$ cat src/rtl/octave_ctrl.sv
// Octave selector: two debounced-by-edge buttons step a bounded octave index.
// Define OCTAVE_AUTOREPEAT_EN to build the held-button auto-repeat FSM.
module octave_ctrl #(
    parameter int NUM_OCT       = 4,
    parameter int RESET_OCT     = 0,
    parameter int WRAP_EN       = 0,
    parameter int HOLD_CYCLES   = 1000,
    parameter int REPEAT_CYCLES = 250,
    localparam int OCT_W        = (NUM_OCT > 2) ? $clog2(NUM_OCT) : 1
) (
    input  logic             clk,
    input  logic             nrst,
    input  logic             oct_up,
    input  logic             oct_down,
    output logic [OCT_W-1:0] oct_switch,
    output logic             at_min,
    output logic             at_max,
    output logic             oct_changed
);

    localparam logic [OCT_W-1:0] MAX_OCT = OCT_W'(NUM_OCT - 1);
    localparam logic [OCT_W-1:0] RST_OCT = OCT_W'(RESET_OCT);

    // bit 0 = metastable stage, bit 1 = synchronised level, bit 2 = history
    logic [2:0]       up_sr_r;
    logic [2:0]       dn_sr_r;
    logic             up_press_s;
    logic             dn_press_s;
    logic             step_up_s;
    logic             step_dn_s;
    logic [OCT_W-1:0] oct_next_s;
    logic             chg_next_s;

    // Button synchronisers plus history flop for press detection.
    always_ff @(posedge clk or negedge nrst) begin
        if (!nrst) begin
            up_sr_r <= 3'b000;
            dn_sr_r <= 3'b000;
        end else begin
            up_sr_r <= {up_sr_r[1:0], oct_up};
            dn_sr_r <= {dn_sr_r[1:0], oct_down};
        end
    end

    assign up_press_s = up_sr_r[1] & ~up_sr_r[2];
    assign dn_press_s = dn_sr_r[1] & ~dn_sr_r[2];

`ifdef OCTAVE_AUTOREPEAT_EN
    localparam int CNT_MAX = (HOLD_CYCLES > REPEAT_CYCLES) ? HOLD_CYCLES : REPEAT_CYCLES;
    localparam int CNT_W   = (CNT_MAX > 1) ? $clog2(CNT_MAX) : 1;

    typedef enum logic [1:0] {
        IDLE   = 2'd0,
        HOLD   = 2'd1,
        REPEAT = 2'd2
    } state_t;

    state_t           state_r;
    state_t           state_next_s;
    logic [CNT_W-1:0] cnt_r;
    logic [CNT_W-1:0] cnt_next_s;
    logic             dir_up_r;
    logic             dir_next_s;
    logic             abort_s;
    logic             hold_done_s;
    logic             rep_done_s;

    // The held sequence ends when the active button drops or the other one rises.
    assign abort_s     = dir_up_r ? (~up_sr_r[1] | dn_sr_r[1]) : (~dn_sr_r[1] | up_sr_r[1]);
    assign hold_done_s = (cnt_r == CNT_W'(HOLD_CYCLES - 1));
    assign rep_done_s  = (cnt_r == CNT_W'(REPEAT_CYCLES - 1));

    // Repeat FSM state, cycle counter and active direction.
    always_ff @(posedge clk or negedge nrst) begin
        if (!nrst) begin
            state_r  <= IDLE;
            cnt_r    <= {CNT_W{1'b0}};
            dir_up_r <= 1'b0;
        end else begin
            state_r  <= state_next_s;
            cnt_r    <= cnt_next_s;
            dir_up_r <= dir_next_s;
        end
    end

    // Repeat FSM next-state decode.
    always_comb begin
        state_next_s = state_r;
        case (state_r)
            IDLE:    state_next_s = (up_press_s ^ dn_press_s) ? HOLD : IDLE;
            HOLD: begin
                if (abort_s)          state_next_s = IDLE;
                else if (hold_done_s) state_next_s = REPEAT;
                else                  state_next_s = HOLD;
            end
            REPEAT:  state_next_s = abort_s ? IDLE : REPEAT;
            default: state_next_s = IDLE;
        endcase
    end

    // Repeat FSM outputs: step requests, counter and direction updates.
    always_comb begin
        step_up_s  = 1'b0;
        step_dn_s  = 1'b0;
        cnt_next_s = cnt_r;
        dir_next_s = dir_up_r;
        case (state_r)
            IDLE: begin
                cnt_next_s = {CNT_W{1'b0}};
                if (up_press_s && !dn_press_s) begin
                    step_up_s  = 1'b1;
                    dir_next_s = 1'b1;
                end else if (dn_press_s && !up_press_s) begin
                    step_dn_s  = 1'b1;
                    dir_next_s = 1'b0;
                end else begin
                    dir_next_s = dir_up_r;
                end
            end
            HOLD, REPEAT: begin
                if (abort_s) begin
                    cnt_next_s = {CNT_W{1'b0}};
                end else if ((state_r == HOLD) ? hold_done_s : rep_done_s) begin
                    cnt_next_s = {CNT_W{1'b0}};
                    step_up_s  = dir_up_r;
                    step_dn_s  = ~dir_up_r;
                end else begin
                    cnt_next_s = cnt_r + CNT_W'(1);
                end
            end
            default: cnt_next_s = {CNT_W{1'b0}};
        endcase
    end
`else
    assign step_up_s = up_press_s & ~dn_press_s;
    assign step_dn_s = dn_press_s & ~up_press_s;
`endif

    // Bounded step: saturate or wrap at the ends, never exceed NUM_OCT-1.
    always_comb begin
        oct_next_s = oct_switch;
        chg_next_s = 1'b0;
        if (step_up_s) begin
            if (oct_switch >= MAX_OCT) begin
                if (WRAP_EN != 0) begin
                    oct_next_s = {OCT_W{1'b0}};
                    chg_next_s = 1'b1;
                end else begin
                    oct_next_s = MAX_OCT;
                end
            end else begin
                oct_next_s = oct_switch + OCT_W'(1);
                chg_next_s = 1'b1;
            end
        end else if (step_dn_s) begin
            if (oct_switch == {OCT_W{1'b0}}) begin
                if (WRAP_EN != 0) begin
                    oct_next_s = MAX_OCT;
                    chg_next_s = 1'b1;
                end else begin
                    oct_next_s = {OCT_W{1'b0}};
                end
            end else begin
                oct_next_s = oct_switch - OCT_W'(1);
                chg_next_s = 1'b1;
            end
        end else begin
            oct_next_s = oct_switch;
        end
    end

    // Registered octave index and its status flags.
    always_ff @(posedge clk or negedge nrst) begin
        if (!nrst) begin
            oct_switch  <= RST_OCT;
            at_min      <= (RESET_OCT == 0);
            at_max      <= (RESET_OCT == NUM_OCT - 1);
            oct_changed <= 1'b0;
        end else begin
            oct_switch  <= oct_next_s;
            at_min      <= (oct_next_s == {OCT_W{1'b0}});
            at_max      <= (oct_next_s == MAX_OCT);
            oct_changed <= chg_next_s;
        end
    end

endmodule
$ cat config.mk
export PLATFORM = sky130hd
export DESIGN_NAME = octave_ctrl
export DESIGN_NICKNAME = d
export VERILOG_FILES = /design/src/rtl/octave_ctrl.sv
export SDC_FILE = /design/constraint.sdc
export NUM_CORES = 1
export LEC_CHECK = 0
export ABC_AREA = 1
export ABC_CLOCK_PERIOD_IN_PS = 1500
export CORE_AREA = 3 3 40 42
export CTS_CLUSTER_DIAMETER = 50
export CTS_CLUSTER_SIZE = 24
export DETAILED_ROUTE_END_ITERATION = 16
export DIE_AREA = 0 0 43 45
export PLACE_DENSITY = 0.63
export SLEW_MARGIN = 20
export SYNTH_ARGS = -nofsm -noshare
export SYNTH_HDL_FRONTEND = slang
export SYNTH_SLANG_ARGS = --single-unit
$ cat constraint.sdc
create_clock -name clk -period 1.5 [get_ports clk]
set_input_delay 0.15 -clock clk [delete_from_list [all_inputs] [get_ports clk]]
set_output_delay 0.15 -clock clk [all_outputs]
set_load 0.05 [all_outputs]
# After elaboration in Yosys (flattened, before gate mapping)
# Cells that the tools add are included.
# totals
ff_bits	11
input_bits	4
output_inout_bits	5
wordCells	28
# op_classes
n_addsub	2
n_lt_le_gt_ge	1
eq_ne	1
muxes	8
bitwise	8
n_reduce_logical	2
# op_table
op	n
$mux 2	4
$and 1x1->1	4
$logic_not 2->1	2
$mux 1	4
$not 1->1	4
$add 2x1->2 const B	1
$eq 2x2->1 const B	1
$ge 2x2->1 const B	1
$sub 2x1->2 const B	1

# Logic depth before layout (Yosys ltp)
# depth
word_depth	7
depth_mapped	9
mapped_depth_nobuf	9

# Worst setup path before layout
# No wires, ideal clock.
# synth_path
kind	register to register
startpoint	register with a tool-made name
endpoint	register at_max
setup_ns	0.116
arrival_time_ns	1.046
t_required_ns	1.384
path_slack_ns	0.339
path_stages_with_launch	6
n_path_buf	0
period_less_slack_ns	1.161
path_cell_list	dfrtp_1 -> inv_2 -> nand3_1 -> nand3_1 -> nand2_1 -> nor2_2
# synth_rtl
item	line	rtl
to (signal assigned)	177	at_max <= (RESET_OCT == NUM_OCT - 1);
to (signal assigned)	182	at_max <= (oct_next_s == MAX_OCT);
to (decl)	17	output logic at_max,

# Worst setup path in the final report
# layout_path
startpoint	register dn_sr_r[2]
endpoint	register oct_switch[1]
# layout_between
elab_chain_cells	5
word_cells_on_any_way	7
classes_between	2 x mux; 5 x bitwise
# layout_rtl
item	line	rtl
from (decl)	26	logic [2:0] dn_sr_r;
from (signal assigned)	41	dn_sr_r <= {dn_sr_r[1:0], oct_down};
$not 1->1 *	46	assign dn_press_s = dn_sr_r[1] & ~dn_sr_r[2];
$and 1x1->1 *	46	
$and 1x1->1 / $not 1->1 (equally long branches)	136, 135	
$mux 2 / $and 1x1->1 (equally long branches)	155, 135	
$mux 2 *	143	if (step_up_s) begin
net oct_next_s[1]	31	logic [OCT_W-1:0] oct_next_s;
to (signal assigned)	180	oct_switch <= oct_next_s;
to (decl)	15	output logic [OCT_W-1:0] oct_switch,
# Mark *: on every way through the listed nets, which the timed path passes. The rest lies on a longest branch.

==> impl_metrics.ini <==
[timing]
worst_slew_pin_slew_ns = 0.487
slew_viol_final = 0
fin_crit_sh_pct = 83.0
skew_ns = 0.000685
fmax_mhz = 803
setup_viol_count_final = 0
hold_viol_final = 0
postLayoutSetupSlackWorst_ns = 0.255
min_period_ns = 1.24
finalSetupTns_ns = 0
rsz0062_at_grt = false
relSlewSlack_pct = 67.4

[yosys]
netlist_area_sq_um = 435
synth_nets = 50
yosysSeqAreaShare_pct = 63.5
synth.most_common_cell = dfrtp_1
synth-compound-area-share_pct = 5.46
synth-adder-area-share_pct = 5.75
syn_avg_cell_area_sq_um = 9.90
synth_ff_type = dfrtp_1
synth_edf_count = 0
synth_top_family_by_area = simple AND/OR/NAND/NOR gates
synthSimpleGateAreaFrac_pct = 15.8
yosysTopAreaCell = dfrtp_1
synthMuxAreaShare_pct = 0
synth_xor_area_share_pct = 0
synthCells = 44
yosys.cell_types.count = 13
synth_area_leaders = dfrtp_1 57%, inv_1 7.8%, nand2_1 6.9%
ys_top_cells_by_count = 10 x dfrtp_1, 9 x inv_1, 8 x nand2_1
ys.warnings.count = 0
synth_top_cell_area_share_pct = 57.5
synthArstFlopShare_pct = 100
ys_seq_elements = 11

[setup_path]
cp-end-kind = register
r2r_end = oct_switch[1]
startpoint_type = register
reg2reg_setup_slack_ns = 0.26
endpoint = oct_switch[1]
worst-setup-path-type = reg -> reg
cp.required_ns = 1.66
crit_path_max_fanout = 4
r2r_start = dn_sr_r[2]
worstSetupStartpoint = dn_sr_r[2]
r2r_cells = 7
cp.arrival_ns = 1.40

[placed_design]
portBuffers = 8
place.gp.congestion = 0.826
place_ws_ns = 0.268
place_hpwl_um = 495

[clock_network]
hold_buffers = 0
post_cts_buffers = 0
cts_tree = yes
insertion_delay_ns = 0.26
h-tree-depth = 1
cts_resized = 0
cts.clk_slew.worst_paths_ns = 0.07
clockBufferDepth = 2
cts_buffers = 3
ctsRootBufferMaster = clkbuf_4
clkSinkCount = 11

[floorplanning]
die_area_sq_um = 1940
start_util_pct = 33.9
die_h_um = 45
io_pins = 9
core-area_sq_um = 1280
rows = 13
die_w_um = 43

[min_path]
hold_path.class = in -> async

[grt]
grt_pass1_vias = 255
grt-ovfl-total = 0
grt.total_usage_pct = 7.87
grt_pass1_wl_um = 1060
grt_max_degree = 12
antenna_found_initial = 0

[cells_and_area]
multi_input_area_sq_um = 118
register_area_sq_um = 277
area.growth.synth_to_final_pct = 31.9
n_fill_cell = 132
drive_above_1_share_pct = 25.0
nets = 63
antenna_cells = 0

[drt]
wl_per_cell_um = 8.83
drt_first_pass_iters = 4
drc_errors = 0
drt_iter0_markers = 8
viasPerCell = 4.58
routed_wl_um = 627
ant_nets = 0
vias = 325

[pwr]
leakage_nw = 0.304
vdd_ir_drop_max_mv = 0.604
power_density_nw_per_um2 = 1390

[run_status]
status = completed

[run]
cap_violations = 0
cells in the final DEF, fill, tap and decap left out, types with 3 or more instances in the layout:
cell type	count
buf_4	3
clkbuf_4	3
clkdlybuf4s50_1	3
dfrtp_1	10
inv_1	9
nand2_1	8
nand3_1	3
nor2_1	3
kinds of logic (layout without fill, tap and decap cells):
group / count (synthesis) / in the layout
simple gates: 16 / 16
flops: 11 / 11
buf+inv: 11 / 23
compound gates: 4 / 4
fa+ha+maj: 2 / 2
final cells by class:
class	count	area share, %
clock inverter	1	0.871
multi-input combinational	22	20.5
timing repair buffer	8	16.1
clock buffer	3	3.92
inverter	11	7.19
tap	15	3.27
sequential	11	48.1
state kept, by name, indices dropped and copies added (netlist names), named ones only:
name and cells:
oct_changed 1, at_min 1, dn_sr_r 3, up_sr_r 3
oct_switch 1, at_max 1
metrics by stage:
stage | total power [mW] | hold slack, ns | cells | instance area, sq um | utilization, %
global route | 0.838 | 0.238 | 71 | 574 | 44.7
global placement | 0.601 | 0.332 | 67 | 547 | 42.6
CTS | 0.809 | 0.232 | 71 | 574 | 44.7
finish | 0.797 | 0.211 | 71 | 574 | 44.7
floorplan | 0.504 | -0.146 | 44 | 435 | -
detailed placement | 0.606 | 0.340 | 67 | 547 | 42.6
worst max-delay path, stage by stage (launching register included):
cell	delay, ns
dfrtp_1	0.36
nor2_1	0.14
ha_1	0.24
inv_1	0.07
o21ai_1	0.12
nand2_1	0.06
nand2_1	0.10
inv_1	0.05
per-layer routing:
metal / up-vias / global-route usage [%] / share of wire [%]
met5: - / 0 / 0
met4: 0 / 7.23 / 2.7
met3: 4 / 3.59 / 7.7
met2: 11 / 9.58 / 48
met1: 152 / 10.1 / 41
li1: 158 / - / -
how the worst min path moves through the flow:
stage                  endpoint  cells past startpoint
CTS                  dn_sr_r[2]                      1
global placement     dn_sr_r[1]                      0
detailed placement   dn_sr_r[1]                      0
global route         up_sr_r[2]                      1
floorplan             async pin                      0
finish              oct_changed                      1
where the power goes:
part	total [mW]	switching, mW	internal (mW)	leakage (nW)
clock network	0.199	0.101	0.0986	0.0177
registers	0.358	0.0263	0.332	0.132
logic	0.239	0.145	0.0942	0.154
total	0.797	0.272	0.525	0.304
(Power assumes the default switching activity.)
